==> src/rtl/swerv_types.sv <==
// Shared types and sizing for the decode trigger pipeline.
//   NUM_TRIG        : number of debug triggers (chain pairs are (0,1), (2,3), ...)
//   TRIG_PIPE_DEPTH : register stages from D to WB (E1, E2, E3, WB)
//   trig_vec_t      : one bit per trigger
package swerv_types;

  localparam int unsigned NUM_TRIG        = 4;
  localparam int unsigned TRIG_PIPE_DEPTH = 4;

  typedef logic [NUM_TRIG-1:0] trig_vec_t;

endpackage

==> src/rtl/dec_trigger_stage.sv <==
// One pipeline register holding the {i0, i1} trigger vectors of a stage.
//   clk_i  : core clock
//   rst_i  : synchronous active-high reset
//   hold_i : keep current contents (pipeline stall)
//   clr_i  : synchronous clear (flush); wins over hold
//   i0_d_i / i1_d_i : next-stage vectors
//   i0_q_o / i1_q_o : registered vectors
module dec_trigger_stage
  import swerv_types::*;
#(
  parameter int unsigned Width = NUM_TRIG
) (
  input  logic             clk_i,
  input  logic             rst_i,
  input  logic             hold_i,
  input  logic             clr_i,
  input  logic [Width-1:0] i0_d_i,
  input  logic [Width-1:0] i1_d_i,
  output logic [Width-1:0] i0_q_o,
  output logic [Width-1:0] i1_q_o
);

  logic [Width-1:0] i0_q, i1_q;

  always_ff @(posedge clk_i) begin
    if (rst_i || clr_i) begin
      i0_q <= '0;
      i1_q <= '0;
    end else if (!hold_i) begin
      i0_q <= i0_d_i;
      i1_q <= i1_d_i;
    end
  end

  assign i0_q_o = i0_q;
  assign i1_q_o = i1_q;

endmodule

==> src/rtl/dec_trigger_pipe.sv <==
// Carries per-instruction trigger matches from D to WB, resolves chaining and
// i0/i1 priority, and presents registered hits plus the required action to the TLU.
//   clk, rst (sync, active-high)
//   dec_i0/i1_trigger_match_d, dec_i0/i1_valid_d : raw D-stage matches and issue valids
//   trig_chain  : bit k chains pair (2k, 2k+1)
//   trig_action : per trigger, 1 = debug entry, 0 = breakpoint exception
//   dec_pipe_stall, dec_tlu_flush_lower : hold / kill all stages (flush wins)
//   trig_hit_clr : clears sticky hit bits (a same-cycle hit wins)
//   dec_tlu_i0/i1_trigger_wb, dec_tlu_trigger_debug_wb/excp_wb : registered WB results
//   trig_hit_sticky : sticky hit bits
module dec_trigger_pipe
  import swerv_types::*;
#(
  parameter int unsigned NUM_TRIG = swerv_types::NUM_TRIG,
  parameter int unsigned DEPTH    = TRIG_PIPE_DEPTH
) (
  input  logic                  clk,
  input  logic                  rst,
  input  logic [NUM_TRIG-1:0]   dec_i0_trigger_match_d,
  input  logic [NUM_TRIG-1:0]   dec_i1_trigger_match_d,
  input  logic                  dec_i0_valid_d,
  input  logic                  dec_i1_valid_d,
  input  logic [NUM_TRIG/2-1:0] trig_chain,
  input  logic [NUM_TRIG-1:0]   trig_action,
  input  logic                  dec_pipe_stall,
  input  logic                  dec_tlu_flush_lower,
  input  logic [NUM_TRIG-1:0]   trig_hit_clr,
  output logic [NUM_TRIG-1:0]   dec_tlu_i0_trigger_wb,
  output logic [NUM_TRIG-1:0]   dec_tlu_i1_trigger_wb,
  output logic                  dec_tlu_trigger_debug_wb,
  output logic                  dec_tlu_trigger_excp_wb,
  output logic [NUM_TRIG-1:0]   trig_hit_sticky
);

  logic [NUM_TRIG-1:0] i0_ent, i1_ent;
  logic [NUM_TRIG-1:0] stg_i0 [DEPTH];
  logic [NUM_TRIG-1:0] stg_i1 [DEPTH];
  logic [NUM_TRIG-1:0] wb_i1_d, wb_f_d, wb_f;
  logic                debug_d, excp_d, debug_q, excp_q;
  logic [NUM_TRIG-1:0] sticky_d, sticky_q;

  // Entry masking and chain resolution: a chained pair fires only when both
  // triggers match the same instruction.
  always_comb begin
    i0_ent = dec_i0_trigger_match_d & {NUM_TRIG{dec_i0_valid_d}};
    i1_ent = dec_i1_trigger_match_d & {NUM_TRIG{dec_i1_valid_d}};
    for (int k = 0; k < int'(NUM_TRIG / 2); k++) begin
      if (trig_chain[k]) begin
        i0_ent[2*k]   = i0_ent[2*k] & i0_ent[2*k+1];
        i0_ent[2*k+1] = i0_ent[2*k];
        i1_ent[2*k]   = i1_ent[2*k] & i1_ent[2*k+1];
        i1_ent[2*k+1] = i1_ent[2*k];
      end
    end
  end

  // i1 is younger: any i0 hit entering WB squashes it.
  always_comb begin
    wb_i1_d = (|stg_i0[DEPTH-2]) ? '0 : stg_i1[DEPTH-2];
    wb_f_d  = stg_i0[DEPTH-2] | wb_i1_d;
    debug_d = |(wb_f_d & trig_action);
    excp_d  = (|wb_f_d) & ~debug_d;
  end

  for (genvar s = 0; s < DEPTH; s++) begin : g_stage
    logic [NUM_TRIG-1:0] nxt_i0, nxt_i1;

    if (s == 0) begin : g_first
      assign nxt_i0 = i0_ent;
      assign nxt_i1 = i1_ent;
    end else if (s == DEPTH - 1) begin : g_wb
      assign nxt_i0 = stg_i0[s-1];
      assign nxt_i1 = wb_i1_d;
    end else begin : g_mid
      assign nxt_i0 = stg_i0[s-1];
      assign nxt_i1 = stg_i1[s-1];
    end

    dec_trigger_stage #(
      .Width (NUM_TRIG)
    ) u_stage (
      .clk_i  (clk),
      .rst_i  (rst),
      .hold_i (dec_pipe_stall),
      .clr_i  (dec_tlu_flush_lower),
      .i0_d_i (nxt_i0),
      .i1_d_i (nxt_i1),
      .i0_q_o (stg_i0[s]),
      .i1_q_o (stg_i1[s])
    );
  end

  // Action bits travel with the WB stage so they hold under stall.
  always_ff @(posedge clk) begin
    if (rst || dec_tlu_flush_lower) begin
      debug_q <= 1'b0;
      excp_q  <= 1'b0;
    end else if (!dec_pipe_stall) begin
      debug_q <= debug_d;
      excp_q  <= excp_d;
    end
  end

  assign wb_f = stg_i0[DEPTH-1] | stg_i1[DEPTH-1];

  // Clear first, then set, so a coincident hit wins.
  always_comb begin
    sticky_d = sticky_q & ~trig_hit_clr;
    if (!dec_pipe_stall) begin
      sticky_d = sticky_d | wb_f;
    end
  end

  always_ff @(posedge clk) begin
    if (rst) begin
      sticky_q <= '0;
    end else begin
      sticky_q <= sticky_d;
    end
  end

  assign dec_tlu_i0_trigger_wb    = stg_i0[DEPTH-1];
  assign dec_tlu_i1_trigger_wb    = stg_i1[DEPTH-1];
  assign dec_tlu_trigger_debug_wb = debug_q;
  assign dec_tlu_trigger_excp_wb  = excp_q;
  assign trig_hit_sticky          = sticky_q;

endmodule
==> config.mk <==
export PLATFORM = sky130hd
export DESIGN_NAME = dec_trigger_pipe
export DESIGN_NICKNAME = d
export VERILOG_FILES = /design/src/rtl/swerv_types.sv /design/src/rtl/dec_trigger_stage.sv /design/src/rtl/dec_trigger_pipe.sv
export SDC_FILE = /design/constraint.sdc
export NUM_CORES = 1
export LEC_CHECK = 0
export ABC_AREA = 1
export ABC_CLOCK_PERIOD_IN_PS = 1700
export CAP_MARGIN = 10
export CORE_UTILIZATION = 53
export CTS_BUF_LIST = sky130_fd_sc_hd__clkbuf_4 sky130_fd_sc_hd__clkbuf_8
export DETAILED_ROUTE_END_ITERATION = 10
export PLACE_DENSITY = 0.95
export SLEW_MARGIN = 20
export SYNTH_ARGS = -nofsm -noshare
export SYNTH_HDL_FRONTEND = slang
export SYNTH_SLANG_ARGS = --single-unit
==> constraint.sdc <==
create_clock -name clk -period 1.7 [get_ports clk]
set_input_delay 0.34 -clock clk [delete_from_list [all_inputs] [get_ports clk]]
set_output_delay 0.34 -clock clk [all_outputs]
set_load 0.03 [all_outputs]
# Yosys cells after proc, flatten, opt, wreduce, memory -nomap -nowiden
# Cells that the tools add are included.
# totals
reg_bits	38
out_inout_bits	14
elab_cells	35
input_bits	24
# classes
reduce_logical	4
n_bitwise	14
muxes	6
# op_table
operator	count
$and A4 B4 Y4	4
$or A4 B4 Y4	3
$reduce_or A4 Y1	3
$mux W2	4
$mux W4	2
$and A1 B1 Y1	5
$not A4 Y4	1
$logic_or A1 B1 Y1	1
$not A1 Y1	1

# Longest topological paths before layout
# Gate-level depths: netlist of run 1.
# depth
word_depth	7
ltp_mapped	8
mapped_depth_nobuf	8

# Hierarchy
# From an unflattened synthesis of run 1, not the netlist that was laid out.
# hier_totals
hier_cells	277
area_unflattened_um2	1844.3
# by_module_without_submodules
module	area_each_um2	cells_each	n_inst	seq_area_each_um2
dec_trigger_stage	357.8	51	4	160.2
dec_trigger_pipe	412.9	73	1	120.1

# Worst setup path after synthesis of run 1
# Ideal clock, no wire load.
# synth_timing
path_type	reg-to-reg
startpoint	register g_stage[2].u_stage.i0_q[3]
endpoint	register excp_q (netlist: dec_tlu_trigger_excp_wb)
n_path_buf	0
stages_incl_launch_ff	9
synth_period_minus_slack_ps	995
required_ps	1578
path_slack_ps	705
t_arrival_ps	873
setup_ps	122
cell_sequence	dfxtp_1 nor2_2 nand3_1 nand2_1 nand2_1 nand2_1 nor2_2 nand2_1 a21oi_2
# synth_between
elab_chain_len	7
elab_cells_between_ends	8
classes_between	1 x mux; 4 x bitwise; 3 x reduce/logical
# synth_lines
element	line_no	rtl
start, declared	dec_trigger_stage.sv:23	logic [Width-1:0] i0_q, i1_q;
start signal, assigned	dec_trigger_stage.sv:30	i0_q <= i0_d_i;
$reduce_or A4 Y1	dec_trigger_pipe.sv:59	wb_i1_d = (|stg_i0[DEPTH-2]) ? '0 : stg_i1[DEPTH-2];
$mux W4	dec_trigger_pipe.sv:59	
$or A4 B4 Y4 (*)	dec_trigger_pipe.sv:60	wb_f_d = stg_i0[DEPTH-2] | wb_i1_d;
$and A4 B4 Y4	dec_trigger_pipe.sv:61	debug_d = |(wb_f_d & trig_action);
$reduce_or A4 Y1	dec_trigger_pipe.sv:61	
$not A1 Y1	dec_trigger_pipe.sv:62	excp_d = (|wb_f_d) & ~debug_d;
$and A1 B1 Y1 (*)	dec_trigger_pipe.sv:62	
end signal, assigned	dec_trigger_pipe.sv:100	excp_q <= excp_d;
end, declared	dec_trigger_pipe.sv:39	logic debug_d, excp_d, debug_q, excp_q;
# Mark *: on every way between the ends. The rest lies on a longest branch, timed or not.
# A chain may end at the register's enable or synchronous reset.

# Final worst setup path of run 1
# layout_timing
startpoint	register g_stage[3].u_stage.i1_q[1]
endpoint	output port dec_tlu_i1_trigger_wb[1]
# layout_lines
element	line_no	rtl
start, declared	dec_trigger_stage.sv:23	
start signal, assigned	dec_trigger_stage.sv:31	i1_q <= i1_d_i;
end, declared	dec_trigger_pipe.sv:29	output logic [NUM_TRIG-1:0] dec_tlu_i1_trigger_wb,
# No word-level cell between the ends.

==> results.yml, run 1 <==
timing:
  setup-tns-final_ns: 0
  timing.final.crit_share: 0.850
  drv_slew: 0
  fmax_ghz: 0.692
  worst_slew_pin_slew_ns: 0.338
  setup_violations: 0
  rsz0062_at_grt: "false"
  finalHoldViolCount: 0
  min_period_ns: 1.45
  whs_ns: 0.466
  slew-limit-headroom: 0.774
  fin_skew_ns: 0.00239
  setup_ws_ns: 0.255
placed_design:
  dpl_cell_area_um2: 1860
  place_ws_ns: 0.129
  gp_congestion: 0.748
  portBuffers: 37
  dp_hpwl_um: 2030
status:
  status: "finished, final reports clean"
floorplanning:
  fp.coreArea_um2: 2520
  num_io_pins: 38
  die_h_um: 54.1
  floorplan.rows: 18
  die_area_um2: 2920
  die_x_um: 54.1
  initial_utilization: 0.569
yosys:
  netlist_area_um2: 1440
  yosysMostFrequentCell: "nand2_1"
  synth.avg_cell_area_um2: 7.89
  synth_commonest_cells: "nand2_1 (40), dfxtp_1 (38), a21oi_1 (37)"
  synth_cell_types: 14
  ys_seq_elements: 38
  syn_nets: 206
  synthCells: 182
  synthArstFlopShare: 0
  ys_dominant_reg_cell: "dfxtp_1"
  ys.warnings.count: 0
  synth_edf_count: 0
  synth_top_area_share: 0.530
  synth.yosys.seq_area_share: 0.530
  synth.area.top_cells: "dfxtp_1 (53%), a21oi_1 (13%), nand2_1 (10%), o21ai_0 (7.7%), o211ai_1 (4.2%)"
  yosysTopAreaCell: "dfxtp_1"
worst_setup_path:
  crit_path_max_fanout: 3
  crit_path_max_incr_delay_ns: 0.41
  cp_num_buf_inv: 1
  cp.arrival_ns: 1.11
  setup.worst_path.end_class: "output port"
  crit_chain: "dlygate4sd2_1"
  cpMaxStageDelayCell: "dlygate4sd2_1"
  crit_required_ns: 1.36
  crit_family: "buffers and inverters"
  timing_worst_setup_path_type: "flop to output port"
  worstSetupStartpointType: "flop"
detailed_routing:
  drt_iter0_drc: 32
  wl_per_cell_um: 11.1
  dr_total_vias: 1321
  drtPass1Iterations: 5
  drc: 0
  via_per_inst: 5.24
  ant_nets: 0
  drt-total-wl_um: 2810
clock_tree:
  cts_buffer_depth: 2
  clock_latency_ns: 0.33
  clk_pin_slew_worst_paths_ns: 0.10
  cts_root_buf: "clkbuf_4"
  cts_tree: "built"
  clock-sinks: 38
  htree_levels: 2
  ctsHoldBuffers: 0
  cts-buffers-inserted: 5
flow_run:
  cap_violations: 0
final_layout:
  drive_above_1_share: 0.0856
  antennaDiodeCount: 0
  final_cell_area_um2: 1900
  finalNetCount: 246
  area_delta_synth_final_pct: 32.0
min_path:
  hold_path.class: "flop to flop"
power_and_ir_drop:
  irDropWorstVdd_mv: 0.781
  p_leak_nw: 0.788
  p_per_area_nw_per_um2: 814
global_routing:
  antenna_found_initial: 0
  grt_pass1_wl_um: 4530
  grt_usage: 0.222
  grt_pass1_vias: 1113
  overflow: 0
  grt_max_degree: 53
[final cells by class]
| cell class | instances | area (um2) |
|---|---|---|
| Fill cell | 204 | 627 |
| Clock inverter | 2 | 10.0 |
| Clock buffer | 5 | 37.5 |
| Inverter | 12 | 45.0 |
| Sequential cell | 38 | 761 |
| Tap cell | 30 | 37.5 |
| Timing Repair Buffer | 43 | 418 |
| Multi-Input combinational cell | 122 | 587 |
[worst register-to-register path, stage by stage, from the launching register on]
cell and delay [ns]:
dfxtp_1 0.33, nor2_2 0.17, nand3_1 0.14, nand2_1 0.10
nand2_1 0.06, nand2_1 0.07, nor2_2 0.04, nand2_1 0.08
a21oi_2 0.06
[power breakdown]
| group | switching (mW) | total [mW] | internal, mW |
|---|---|---|---|
| clock | 0.273 | 0.422 | 0.149 |
| combinational | 0.103 | 0.198 | 0.0947 |
| sequential | 0.0112 | 0.924 | 0.912 |
| total | 0.387 | 1.54 | 1.16 |
[sequential cells by signal, indices dropped and copies added (netlist names)]
| signal | count |
|---|---|
| dec_tlu_trigger_debug_wb | 1 |
| dec_tlu_trigger_excp_wb | 1 |
| g_stage.u_stage.i0_q_o | 16 |
| g_stage.u_stage.i1_q_o | 16 |
| trig_hit_sticky | 4 |
[layout by cell type (no fill, tap or decap), types with 2 or more instances in the layout]
cell,synthesis,routed
buf_4,0,5
clkinv_2,0,2
o21ai_1,4,4
nor2_2,4,4
o21ai_0,22,22
nand3_1,4,4
nand2_1,40,40
dlygate4sd2_1,0,12
o211ai_1,8,8
nor2_1,2,2
inv_1,11,11
clkdlybuf4s50_1,0,23
dlymetal6s2s_1,0,2
dfxtp_1,38,38
a21oi_1,37,37
clkbuf_4,0,5
[stage by stage]
stage	utilization	std cells	power, mW
5_1_grt	0.751	252	1.63
3_3_place_gp	0.737	245	1.14
4_1_cts	0.750	252	1.56
6_report	0.751	252	1.54
3_5_place_dp	0.737	245	1.15
2_1_floorplan	-	182	1.04
[routing by layer]
| metal | wire length [um] | GRT usage | part of all wire |
|---|---|---|---|
| met1 | 1150 | 0.227 | 0.41 |
| met2 | 1410 | 0.403 | 0.50 |
| met3 | 211 | 0.0904 | 0.075 |
| met4 | 42 | 0.0812 | 0.015 |
| met5 | 0 | 0 | 0 |
[logic make-up after synthesis]
logic type | Yosys count | synth area share
AOI/OAI and AO/OA | 72 | 0.267
buffers and inverters | 22 | 0.0618
DFF | 38 | 0.530
and+or+nand+nor | 50 | 0.141
[timing repair]
action | in CTS | in global routing
gates resized for setup | 12 | 2
hold endpoints to repair | 0 | 0
buffers inserted | 0 | 0
setup endpoints to repair | 12 | 2
gates cloned | 0 | 0
[worst paths after layout]
path                                startpoint  depth (start not counted)  slack (ns)                           end
setup / recovery  g_stage[3].u_stage.i1_q_o[1]                          1        0.25      dec_tlu_i1_trigger_wb[1]
hold / removal    g_stage[1].u_stage.i1_q_o[0]                          2        0.47  g_stage[1].u_stage.i1_q_o[0]
hold reg to reg   g_stage[1].u_stage.i1_q_o[0]                          2        0.47  g_stage[1].u_stage.i1_q_o[0]
setup reg to reg  g_stage[2].u_stage.i0_q_o[3]                          8        0.54       dec_tlu_trigger_excp_wb
(Power assumes the default switching activity.)
==> inputs of run 2 (changes only) <==
--- a/config.mk
+++ b/config.mk
@@ -9,7 +9,7 @@
 export ABC_CLOCK_PERIOD_IN_PS = 1700
 export CAP_MARGIN = 10
 export CORE_UTILIZATION = 53
-export CTS_BUF_LIST = sky130_fd_sc_hd__clkbuf_4 sky130_fd_sc_hd__clkbuf_8
+export CTS_BUF_LIST = sky130_fd_sc_hd__clkbuf_4
 export DETAILED_ROUTE_END_ITERATION = 10
 export PLACE_DENSITY = 0.95
 export SLEW_MARGIN = 20
==> results of run 2 <==
The final DEF is identical to that of run 1; final timing and power are the same.
==> inputs of run 3 (changes only) <==
--- a/config.mk
+++ b/config.mk
@@ -8,11 +8,11 @@
 export ABC_AREA = 1
 export ABC_CLOCK_PERIOD_IN_PS = 1700
 export CAP_MARGIN = 10
-export CORE_UTILIZATION = 53
+export CORE_UTILIZATION = 48
 export CTS_BUF_LIST = sky130_fd_sc_hd__clkbuf_4
 export DETAILED_ROUTE_END_ITERATION = 10
-export PLACE_DENSITY = 0.95
-export SLEW_MARGIN = 20
+export PLACE_DENSITY = 0.91
+export SLEW_MARGIN = 0
 export SYNTH_ARGS = -nofsm -noshare
 export SYNTH_HDL_FRONTEND = slang
 export SYNTH_SLANG_ARGS = --single-unit
==> results.yml, run 3 (same netlist as run 1, synthesis figures left out) <==
timing:
  setup_violations: 0
  min_period_ns: 1.45
  fmax_ghz: 0.688
  slew-limit-headroom: 0.781
  setup-tns-final_ns: 0
  finalHoldViolCount: 0
  rsz0062_at_grt: "false"
  fin_skew_ns: 0.00807
  worst_slew_pin_slew_ns: 0.328
  drv_slew: 0
  timing.final.crit_share: 0.855
global_routing:
  grt_max_degree: 53
  grt_pass1_vias: 1194
  grt_pass1_wl_um: 4910
  grt_usage: 0.202
  antenna_found_initial: 0
  overflow: 0
power_and_ir_drop:
  net-switching-power_mw: 0.391
  p_int_mw: 1.15
  p_leak_nw: 0.772
  p_sw_frac: 0.253
  combPwrFrac: 0.126
  p_seq_frac: 0.598
  irDropWorstVdd_mv: 0.588
  p_clk_frac: 0.275
  p_per_area_nw_per_um2: 815
clock_tree:
  htree_levels: 2
  clock-sinks: 38
  cts_root_buf: "clkbuf_4"
  cts_setup_buffers: 0
  cts_buffer_depth: 2
  clock_latency_ns: 0.34
  cts-buffers-inserted: 5
  ctsHoldBuffers: 0
  cts_tree: "built"
  clk_pin_slew_worst_paths_ns: 0.10
placed_design:
  gp_congestion: 0.750
  portBuffers: 37
  dp_hpwl_um: 2050
final_layout:
  layout_commonest_cell: "nand2_1"
  area_delta_synth_final_pct: 31.9
  finalNetCount: 246
  final_util: 0.675
  nFillCells: 252
  area.sequential_um2: 761
  multiInputGateArea_um2: 587
  drive_above_1_share: 0.0762
  final_cell_mix: "nand2_1 (40), dfxtp_1 (38), a21oi_1 (37), clkdlybuf4s50_1 (23), o21ai_0 (22)"
  antennaDiodeCount: 0
worst_setup_path:
  crit_required_ns: 1.36
  reg2reg_to: "dec_tlu_trigger_excp_wb"
  crit_family: "buffers and inverters"
  rrSetupSlack_ns: 0.57
  cpMaxStageDelayCell: "dlygate4sd2_1"
  cp_num_buf_inv: 1
  crit_chain: "dlygate4sd2_1"
  crit_path_max_fanout: 3
  crit_path_max_incr_delay_ns: 0.41
  worstReg2RegStart: "g_stage[2].u_stage.i0_q_o[3]"
  worstSetupStartpointType: "flop"
  cp.arrival_ns: 1.11
  timing_worst_setup_path_type: "flop to output port"
  setup.worst_path.end_class: "output port"
  reg2reg_depth: 8
status:
  violations: "design-rule violations"
  status: "finished with violations"
detailed_routing:
  ant_nets: 0
  dr_total_vias: 1306
  drt-total-wl_um: 2790
  drc: 12
  wl_per_cell_um: 11.0
  drt_iter0_drc: 35
  drtPass1Iterations: 8
  via_per_inst: 5.14
floorplanning:
  floorplan.rows: 19
  die_area_um2: 3220
  num_io_pins: 38
  die_x_um: 56.7
  die_h_um: 56.7
  fp.coreArea_um2: 2810
  initial_utilization: 0.512
min_path:
  min_from: "g_stage[1].u_stage.i1_q_o[0]"
  hold_path_end: "g_stage[1].u_stage.i1_q_o[0]"
  hold_path.class: "flop to flop"
  holdPathStages: 2
flow_run:
  cap_violations: 0
==> run 3: changes by cell type in the layout (fill, tap and decap cells not counted) <==
cell	change
clkinv_1	+3
dlymetal6s2s_1	-1
clkinv_2	-2
dlygate4sd2_1	+1
==> run 3: worst max-delay path by stage <==
stage / from / endpoint / slack [ns] / depth (start not counted)
floorplan: g_stage[2].u_stage.i0_q_o[3] / dec_tlu_trigger_excp_wb / 0.71 / 8
global placement: dec_tlu_flush_lower / g_stage[1].u_stage.i1_q_o[0] / 0.16 / 4
CTS: trig_hit_sticky[2] / trig_hit_sticky[2] / 0.0009 / 1
finish: g_stage[3].u_stage.i0_q_o[2] / dec_tlu_i0_trigger_wb[2] / 0.25 / 1
global route: g_stage[3].u_stage.i0_q_o[3] / dec_tlu_i0_trigger_wb[3] / 0.19 / 1
detailed placement: rst / g_stage[1].u_stage.i1_q_o[1] / 0.14 / 4
==> run 3: area by class of cell <==
type	instances	area share
sequential	38	0.402
multi-input combinational	122	0.310
timing repair buffer	43	0.219
inverter	12	0.0238
tap	31	0.0205
clock buffer	5	0.0198
clock inverter	3	0.00594
==> run 3: power groups by stage <==
stage | registers (mW) | logic (mW) | clock network, mW
after floorplan | 0.964 | 0.0786 | 0
after global placement | 0.944 | 0.200 | 0
after detailed placement | 0.945 | 0.204 | 0
after CTS | 0.924 | 0.197 | 0.440
after global routing | 0.928 | 0.216 | 0.475
final | 0.924 | 0.195 | 0.425
==> run 3: metrics by stage <==
step	total power [mW]	instances	hold slack (ns)	area [um2]	worst slack, ns
detailed placement	1.15	246	0.450	1860	0.136
floorplan	1.04	182	0.409	1440	0.705
global route	1.62	254	0.479	1890	0.187
CTS	1.56	254	0.466	1890	0.000937
global placement	1.14	246	0.446	1860	0.163
finish	1.54	254	0.462	1890	0.247
==> run 3: timing repair <==
action | 4_1_cts | 5_1_grt
gates cloned | 0 | 0
setup endpoints to repair | 13 | 1
endpoints found under the hold margin | 0 | 0
gates resized for setup | 13 | 1
==> run 3: layer usage <==
metal / global-route usage / up-vias / share of wire / routed length, um
met5: 0 / - / 0 / 0
met4: 0.0857 / 0 / 0.0082 / 23
met3: 0.0783 / 4 / 0.075 / 210
met2: 0.342 / 47 / 0.50 / 1380
met1: 0.225 / 556 / 0.42 / 1170
li1: - / 699 / - / -
==> run 3: tightest hold or removal path: cells and delay by family (launching register included) <==
family	cells	cell delay, ns
compound gates	1	0.05
flops	1	0.32
simple gates	1	0.05
